## config.mk

```make
export PLATFORM = sky130hd
export DESIGN_NAME = tube_scan
export DESIGN_NICKNAME = d
export VERILOG_FILES = /design/src/rtl/tube_scan.sv
export SDC_FILE = /design/constraint.sdc
export NUM_CORES = 1
export LEC_CHECK = 0
export BUFFER_PORTS_ARGS = -buffer_cell sky130_fd_sc_hd__buf_2
export CAP_MARGIN = 0
export CORE_MARGIN = 5
export CORE_UTILIZATION = 45
export DETAILED_ROUTE_END_ITERATION = 16
export PLACE_DENSITY_LB_ADDON = 0.25
export SYNTH_ARGS = -nofsm -noshare
export SYNTH_HDL_FRONTEND = slang
export SYNTH_SLANG_ARGS = --single-unit
```

## constraint.sdc

```tcl
create_clock -name clk -period 3.3 [get_ports clk]
set_input_delay 0.165 -clock clk [delete_from_list [all_inputs] [get_ports clk]]
set_output_delay 0.165 -clock clk [all_outputs]
set_load 0.02 [all_outputs]
```

## src/rtl/tube_scan.sv

```systemverilog
// tube_scan: time-multiplexed 8-digit seven-segment scan driver.
// Scans eight shadowed segment codes onto one shared segment bus with a
// one-hot digit select. New codes/masks are taken only at frame boundaries,
// each digit slot starts with a dark gap, and digits can be masked or blinked.
//
// Ports:
//   clk, rst_n          system clock (rising edge), async active-low reset
//   l0..l7              per-digit segment codes, l0 = rightmost digit
//   en_mask             per-digit enable
//   blink_mask          per-digit blink enable
//   upd                 one-cycle request to take new l0..l7 / masks
//   seg_out             shared segment bus (registered)
//   tube_sel            digit select, one-hot or zero (registered)
//   frame_done          pulse on the last cycle of each frame (registered)
module tube_scan #(
  parameter int unsigned TUBE_BITS    = 8,
  parameter int unsigned DIV          = 100000,
  parameter int unsigned BLANK_CYC    = 1000,
  parameter int unsigned BLINK_FRAMES = 64
) (
  input  logic                 clk,
  input  logic                 rst_n,
  input  logic [TUBE_BITS-1:0] l0,
  input  logic [TUBE_BITS-1:0] l1,
  input  logic [TUBE_BITS-1:0] l2,
  input  logic [TUBE_BITS-1:0] l3,
  input  logic [TUBE_BITS-1:0] l4,
  input  logic [TUBE_BITS-1:0] l5,
  input  logic [TUBE_BITS-1:0] l6,
  input  logic [TUBE_BITS-1:0] l7,
  input  logic [7:0]           en_mask,
  input  logic [7:0]           blink_mask,
  input  logic                 upd,
  output logic [TUBE_BITS-1:0] seg_out,
  output logic [7:0]           tube_sel,
  output logic                 frame_done
);

  localparam int unsigned CW = (DIV > 1) ? $clog2(DIV) : 1;
  localparam int unsigned FW = (BLINK_FRAMES > 1) ? $clog2(BLINK_FRAMES) : 1;

  logic [CW-1:0]        r_cnt;
  logic [2:0]           r_idx;
  logic [FW-1:0]        r_fcnt;
  logic                 r_bph;
  logic                 r_pend;
  logic [TUBE_BITS-1:0] r_sh_l [8];
  logic [7:0]           r_sh_en;
  logic [7:0]           r_sh_blink;

  logic [CW-1:0]        w_ncnt;
  logic [2:0]           w_nidx;
  logic                 w_slot_end;
  logic                 w_boundary;
  logic                 w_nboundary;
  logic                 w_nlit;
  logic [TUBE_BITS-1:0] w_l [8];

  // Gather the digit inputs so the shadow load can be a loop.
  always_comb begin
    w_l[0] = l0;
    w_l[1] = l1;
    w_l[2] = l2;
    w_l[3] = l3;
    w_l[4] = l4;
    w_l[5] = l5;
    w_l[6] = l6;
    w_l[7] = l7;
  end

  // Next scan position; outputs are registered from it so they line up
  // with the position counters on every cycle.
  always_comb begin
    w_slot_end  = (r_cnt == CW'(DIV - 1));
    w_ncnt      = w_slot_end ? '0 : r_cnt + CW'(1);
    w_nidx      = w_slot_end ? r_idx + 3'd1 : r_idx;
    w_boundary  = w_slot_end && (r_idx == 3'd7);
    w_nboundary = (w_ncnt == CW'(DIV - 1)) && (w_nidx == 3'd7);
    // The boundary edge always enters a blank cycle, so using the pre-load
    // shadow and blink phase here is never observable.
    w_nlit      = (w_ncnt >= CW'(BLANK_CYC)) && r_sh_en[w_nidx] &&
                  !(r_sh_blink[w_nidx] && r_bph);
  end

  // Scan counters, shadow/pending handling, blink phase and output registers.
  always_ff @(posedge clk or negedge rst_n) begin
    if (!rst_n) begin
      r_cnt      <= '0;
      r_idx      <= '0;
      r_fcnt     <= '0;
      r_bph      <= 1'b0;
      r_pend     <= 1'b0;
      r_sh_en    <= '0;
      r_sh_blink <= '0;
      for (int i = 0; i < 8; i++) r_sh_l[i] <= '0;
      seg_out    <= '0;
      tube_sel   <= '0;
      frame_done <= 1'b0;
    end else begin
      r_cnt <= w_ncnt;
      r_idx <= w_nidx;

      if (w_boundary) begin
        // A request on the boundary cycle itself is honoured immediately.
        if (r_pend || upd) begin
          for (int i = 0; i < 8; i++) r_sh_l[i] <= w_l[i];
          r_sh_en    <= en_mask;
          r_sh_blink <= blink_mask;
        end
        r_pend <= 1'b0;
        if (r_fcnt == FW'(BLINK_FRAMES - 1)) begin
          r_fcnt <= '0;
          r_bph  <= ~r_bph;
        end else begin
          r_fcnt <= r_fcnt + FW'(1);
        end
      end else if (upd) begin
        r_pend <= 1'b1;
      end

      frame_done <= w_nboundary;
      if (w_nlit) begin
        tube_sel <= 8'(1) << w_nidx;
        seg_out  <= r_sh_l[w_nidx];
      end else begin
        tube_sel <= '0;
        seg_out  <= '0;
      end
    end
  end

endmodule

```

---- Word-level counts from Yosys, hierarchy flattened ----
Index checks and enable logic that the tools add are counted.
operators by class
  $add $sub $neg .......................... 3
  magnitude comparators ................... 3
  eq/ne operators ......................... 5
  shifts and indexed selects .............. 1
  muxes and demuxes ....................... 14
  bitwise gates (word level) .............. 2
  reductions and logical operators ........ 10
operator list
  cell                                                                                    count
  17-bit == test (second input constant)                                                  2
  8-bit two-way mux                                                                       4
  8-bit binary-select mux with 3-bit select                                               1
  17-bit by 1-bit adder with 17-bit output (second input constant)                        1
  17-bit by 10-bit greater-or-equal comparator with 1-bit output (second input constant)  1
  17-bit two-way mux                                                                      1
  1-bit by 3-bit << shifter with 8-bit output (first input constant)                      1
  6-bit by 1-bit adder with 6-bit output (second input constant)                          1
  1-bit binary-select mux with 3-bit select                                               2
  3-bit == test (second input constant)                                                   2
  6-bit == test (second input constant)                                                   1
  6-bit two-way mux                                                                       1
  1-bit logical AND                                                                       5
  4-bit greater-or-equal comparator (second input constant)                               1
  3-bit by 4-bit less-than comparator with 1-bit output (second input constant)           1
  1-bit two-way mux                                                                       4
  3-bit inverter with 4-bit output                                                        1
  2-bit AND reduction                                                                     2
  3-bit by 1-bit adder with 3-bit output (second input constant)                          1
  3-bit two-way mux                                                                       1
  2-bit nonzero test                                                                      1
  1-bit zero test                                                                         1
  1-bit logical OR                                                                        1
  1-bit inverter                                                                          1
storage, ports and cells
  bits in registers ....................... 125
  input bits .............................. 83
  output and inout port bits .............. 17

---- Logic depth before layout (Yosys ltp) ----
  depth in word-level cells ............... 8
  gate-level depth with buffers ........... 11
  gate-level depth less buffers ........... 9

---- Worst setup path before layout ----
OpenSTA, ideal clock, no wires.
  path type ............................... register to register
  from .................................... register r_cnt[0]
  to ...................................... register seg_out[6]
  arrival time ............................ 2.433 ns
  required time ........................... 3.211 ns
  setup slack ............................. 0.778 ns
  stages on the path, launching flop included .. 10
  path buffers ............................ 1
  cell sequence ........................... dfrtp_1 > ha_1 > and4_1 > and4_1 > buf_4 > mux2i_4 > inv_1 > a32oi_1 > o311ai_4 > nor3b_1
on the way
  word-level cells in the longest chain between the ends .. 8
ends and longest elaborated chain
  what                                       RTL line  source
  from (decl)                                42        logic [CW-1:0] r_cnt;
  from (signal assigned)                     100       r_cnt <= w_ncnt;
  17-bit == test *                           74        w_slot_end = (r_cnt == CW'(DIV - 1));
  3-bit two-way mux *                        76        w_nidx = w_slot_end ? r_idx + 3'd1 : r_idx;
  via w_nidx[2]                              52        logic [2:0] w_nidx;
  1-bit binary-select mux with 3-bit select  82        !(r_sh_blink[w_nidx] && r_bph);
  1-bit two-way mux (implied by the code)    82
  1-bit logical AND                          82
  1-bit zero test                            82
  1-bit logical AND                          81        w_nlit = (w_ncnt >= CW'(BLANK_CYC)) && r_sh_en[w_nidx] &&
  8-bit two-way mux *                        122       if (w_nlit) begin
  to (signal assigned)                       124       seg_out <= r_sh_l[w_nidx];
  to (decl)                                  34        output logic [TUBE_BITS-1:0] seg_out,
The timed path passes the listed nets; every way through them passes the cells marked *. The select of a mux whose other input is x is not followed.
A chain may end at the register's enable or synchronous reset.

---- Worst setup path after layout ----
  from .................................... register r_cnt[0]
  to ...................................... register seg_out[1]
The elaborated chain is that of the path after synthesis.

==> results by group <==
Hold path
  – Hold Path Sink: r_pend$_DFFE_PN0P_
  – Hold Crit Class: in2reg
  – Worst Hold Depth: 3
  – HP Start: upd

STA
  – Hold WS: 0.0895 ns
  – Setup violators final: 0
  – Period utilization: 0.918
  – Max-slew violations: 0
  – Max transition margin: 0.501
  – Unrepaired setup endpoints after global routing: false
  – Final WS setup: 0.269 ns
  – Final Skew: 0.0120 ns
  – Worst-Margin Slew: 0.746 ns
  – Max Fclk: 0.330 GHz
  – Tmin final: 3.03 ns
  – Fin Setup TNS: 0 ns
  – Final Hold Viols: 0

Floorplan
  – IO Pins: 100
  – Die W: 127 µm
  – DIE HEIGHT: 127 µm
  – Core Area: 13300 µm²
  – DIE AREA: 16200 µm²
  – Std cell rows: 42
  – Initial core utilization: 0.464

Layout
  – Leading cell types in the layout, fill and taps excluded: dfrtp_1, buf_2, mux2_2, dlygate4sd3_1, nor2_1
  – Synth-to-layout area growth: 33.1%
  – Final instance area: 8240 µm²
  – Core Util, Final: 0.618
  – Post-layout nets: 808
  – Diodes inserted: 0
  – Filler cells: 1061
  – Non-Filler Instances: 910
  – Most common cell after layout, fill and taps aside: dfrtp_1
  – Proportion of layout cells with a drive suffix above 1: 0.335

Worst setup path
  – Worst reg2reg startpoint: r_cnt[0]$_DFF_PN0_
  – Worst Path Max Fanout: 11
  – Slowest-stage cell, CP: o311ai_4
  – Setup crit start: r_cnt[0]$_DFF_PN0_
  – CP required: 3.57 ns
  – Slowest cell delay on critical path: 0.52 ns
  – Critical path class: reg2reg
  – CP Launch Type: flop
  – FF-to-FF path depth: 8
  – Crit path max-delay family: simple AND/OR/NAND/NOR gates
  – Worst Path Arrival: 3.30 ns
  – Worst r2r dst: seg_out[1]$_DFF_PN0_
  – Reg2reg setup slack: 0.27 ns
  – Crit path cell chain: ha_1 -> and4_1 -> buf_4 -> nand4_4 -> xnor2_2 -> mux2_2 -> o311ai_4 -> nor3_1
  – Worst Path Buf+Inv: 1
  – Setup crit end kind: flop

Detailed routing
  – Vias after detailed routing: 5132
  – Drt first-iter violations: 598
  – 1st-pass router iterations: 5
  – Routed Antenna Nets: 0
  – Routed wire length per instance: 19.0 µm
  – DRC violation count after routing: 0
  – Vias per cell: 5.64
  – Routed wire length: 17300 µm

Power and ir drop
  – Power Total: 3.60 mW
  – Power Dens Cells: 436 nW/µm²
  – Static Leak: 3.74 nW
  – Worst vdd ir: 0.000319 V

Run status
  – Status: completed

Global routing
  – Wire length of the first global-routing pass: 28200 µm
  – Initial antenna violation count: 0
  – Total congestion overflow: 0
  – Vias in the first global route: 5224
  – GRT Total Usage: 0.223
  – Largest net degree at the start of global routing: 81

Clock tree
  – Clock Root Buffer: clkbuf_16
  – H-tree depth: 4
  – Total CTS buffers: 17
  – Clock sinks: 125
  – Worst skew pair latency: 0.43 ns
  – Post-CTS setup buffers: 0
  – Clock Path Buffers: 2
  – Clock slew at reported path FFs: 0.06 ns
  – CTS tree: yes

Logic synthesis
  – Seq/Total Area, Yosys: 0.505
  – Yosys warns: 0
  – Syn Area/Cell: 11.4 µm²
  – Synth unique cells: 58
  – Post-Syn Instances: 541
  – Post-synth ARST share: 1.00
  – Syn_nets: 628
  – Synth area leader: dfrtp_1
  – Number of synthesized flops with an enable pin: 0
  – Register bit count reported by yosys: 125
  – Yosys top cell area share: 0.505
  – Mapped cell area: 6190 µm²
  – Synth area leaders: dfrtp_1, mux2_2, nor2_1
  – Main synth FF type: dfrtp_1

Placement
  – PortBufs: 99
  – Gpl congestion: 0.910
  – Worst slack at placement: 0.316 ns
  – Final HPWL DP: 11600 µm
  – Placed cells: 797
  – Post-DP Area: 6880 µm²

Run
  – Max_cap viols: 0
-- synthesized netlist by cell type, drive strengths merged (2+ instances only) --
master,n
ha,4
nor3,23
o22ai,8
mux2,82
a32oi,3
nor2,54
and4b,3
nand3,16
o21ai,23
nand4,9
and4,4
clkbuf,13
nand4b,2
nor3b,6
a41oi,2
or3,4
dfrtp,125
nor4,13
mux4,2
nor2b,5
nand2b,4
a211oi,2
and3,4
nand2,24
inv,5
o22a,8
o221a,7
and2,7
buf,17
a21oi,12
o31ai,2
xnor2,13
mux2i,9
a31oi,7
xor2,7
-- area by class of cell --
class | count | area, µm² | area share
well taps | 176 | 220 | 0.0267
repair buffers | 191 | 1420 | 0.172
flip-flops and latches | 125 | 3130 | 0.379
multi-input cells | 381 | 2910 | 0.353
inverters | 5 | 18.8 | 0.00228
clock inverters | 14 | 110 | 0.0134
clock buffers | 18 | 439 | 0.0533
-- what timing repair did --
action                     CTS  global route
hold endpoints to repair   134             0
setup endpoints to repair    0             5
hold buffers                81             0
resized for setup            0             1
-- power breakdown --
part	leakage (nW)	internal [mW]	total (mW)	switching (mW)
Sequential	1.64	1.58	1.63	0.0444
Clock	0.261	0.991	1.74	0.749
Combinational	1.84	0.146	0.228	0.0813
Total	3.74	2.72	3.60	0.875
-- how the worst max path moves through the flow --
| stage | cells after the start | to | slack, ns |
|---|---|---|---|
| 6_report | 8 | seg_out[1]$_DFF_PN0_ | 0.27 |
| 5_1_grt | 9 | seg_out[1]$_DFF_PN0_ | 0.06 |
| 4_1_cts | 9 | seg_out[1]$_DFF_PN0_ | 0.28 |
| 3_5_place_dp | 8 | seg_out[1]$_DFF_PN0_ | 0.32 |
| 3_3_place_gp | 8 | tube_sel[5]$_DFF_PN0_ | 0.41 |
| 2_1_floorplan | 9 | seg_out[6]$_DFF_PN0_ | 0.78 |
-- sequential cells by signal, summed over array words and instances, names as in the netlist --
name        flops
r_fcnt          6
tube_sel        8
r_sh_blink      8
r_pend          1
r_idx           3
r_sh_en         8
r_cnt          17
r_bph           1
frame_done      1
r_sh_l         64
seg_out         8
-- tightest hold or removal path, delay by kind of cell --
family                 cells  cell delay (ns)
buffers and inverters      1             0.11
AND/OR/NAND/NOR            2             0.19
-- metal layers --
layer | up-vias | GRT usage | share of wire | routed length [µm]
met5 | - | 0 | 0 | 0
met3 | 40 | 0.0547 | 0.062 | 1070
li1 | 2372 | - | - | -
met1 | 2512 | 0.322 | 0.46 | 8020
met4 | 0 | 0.0801 | 0.023 | 391
met2 | 208 | 0.329 | 0.45 | 7780
-- cells by family (layout without fill, tap and decap cells) --
logic type | after synthesis | count (layout) | synth area share
XOR/XNOR | 20 | 20 | 0.0295
multiplexers | 93 | 93 | 0.174
AO/OA/AOI/OAI | 84 | 84 | 0.0972
AND/OR/NAND/NOR | 180 | 180 | 0.161
adder cells (fa/ha/maj) | 4 | 4 | 0.00808
flip-flops | 125 | 125 | 0.505
buffers and inverters | 35 | 228 | 0.0257
(Power assumes the default switching activity.)
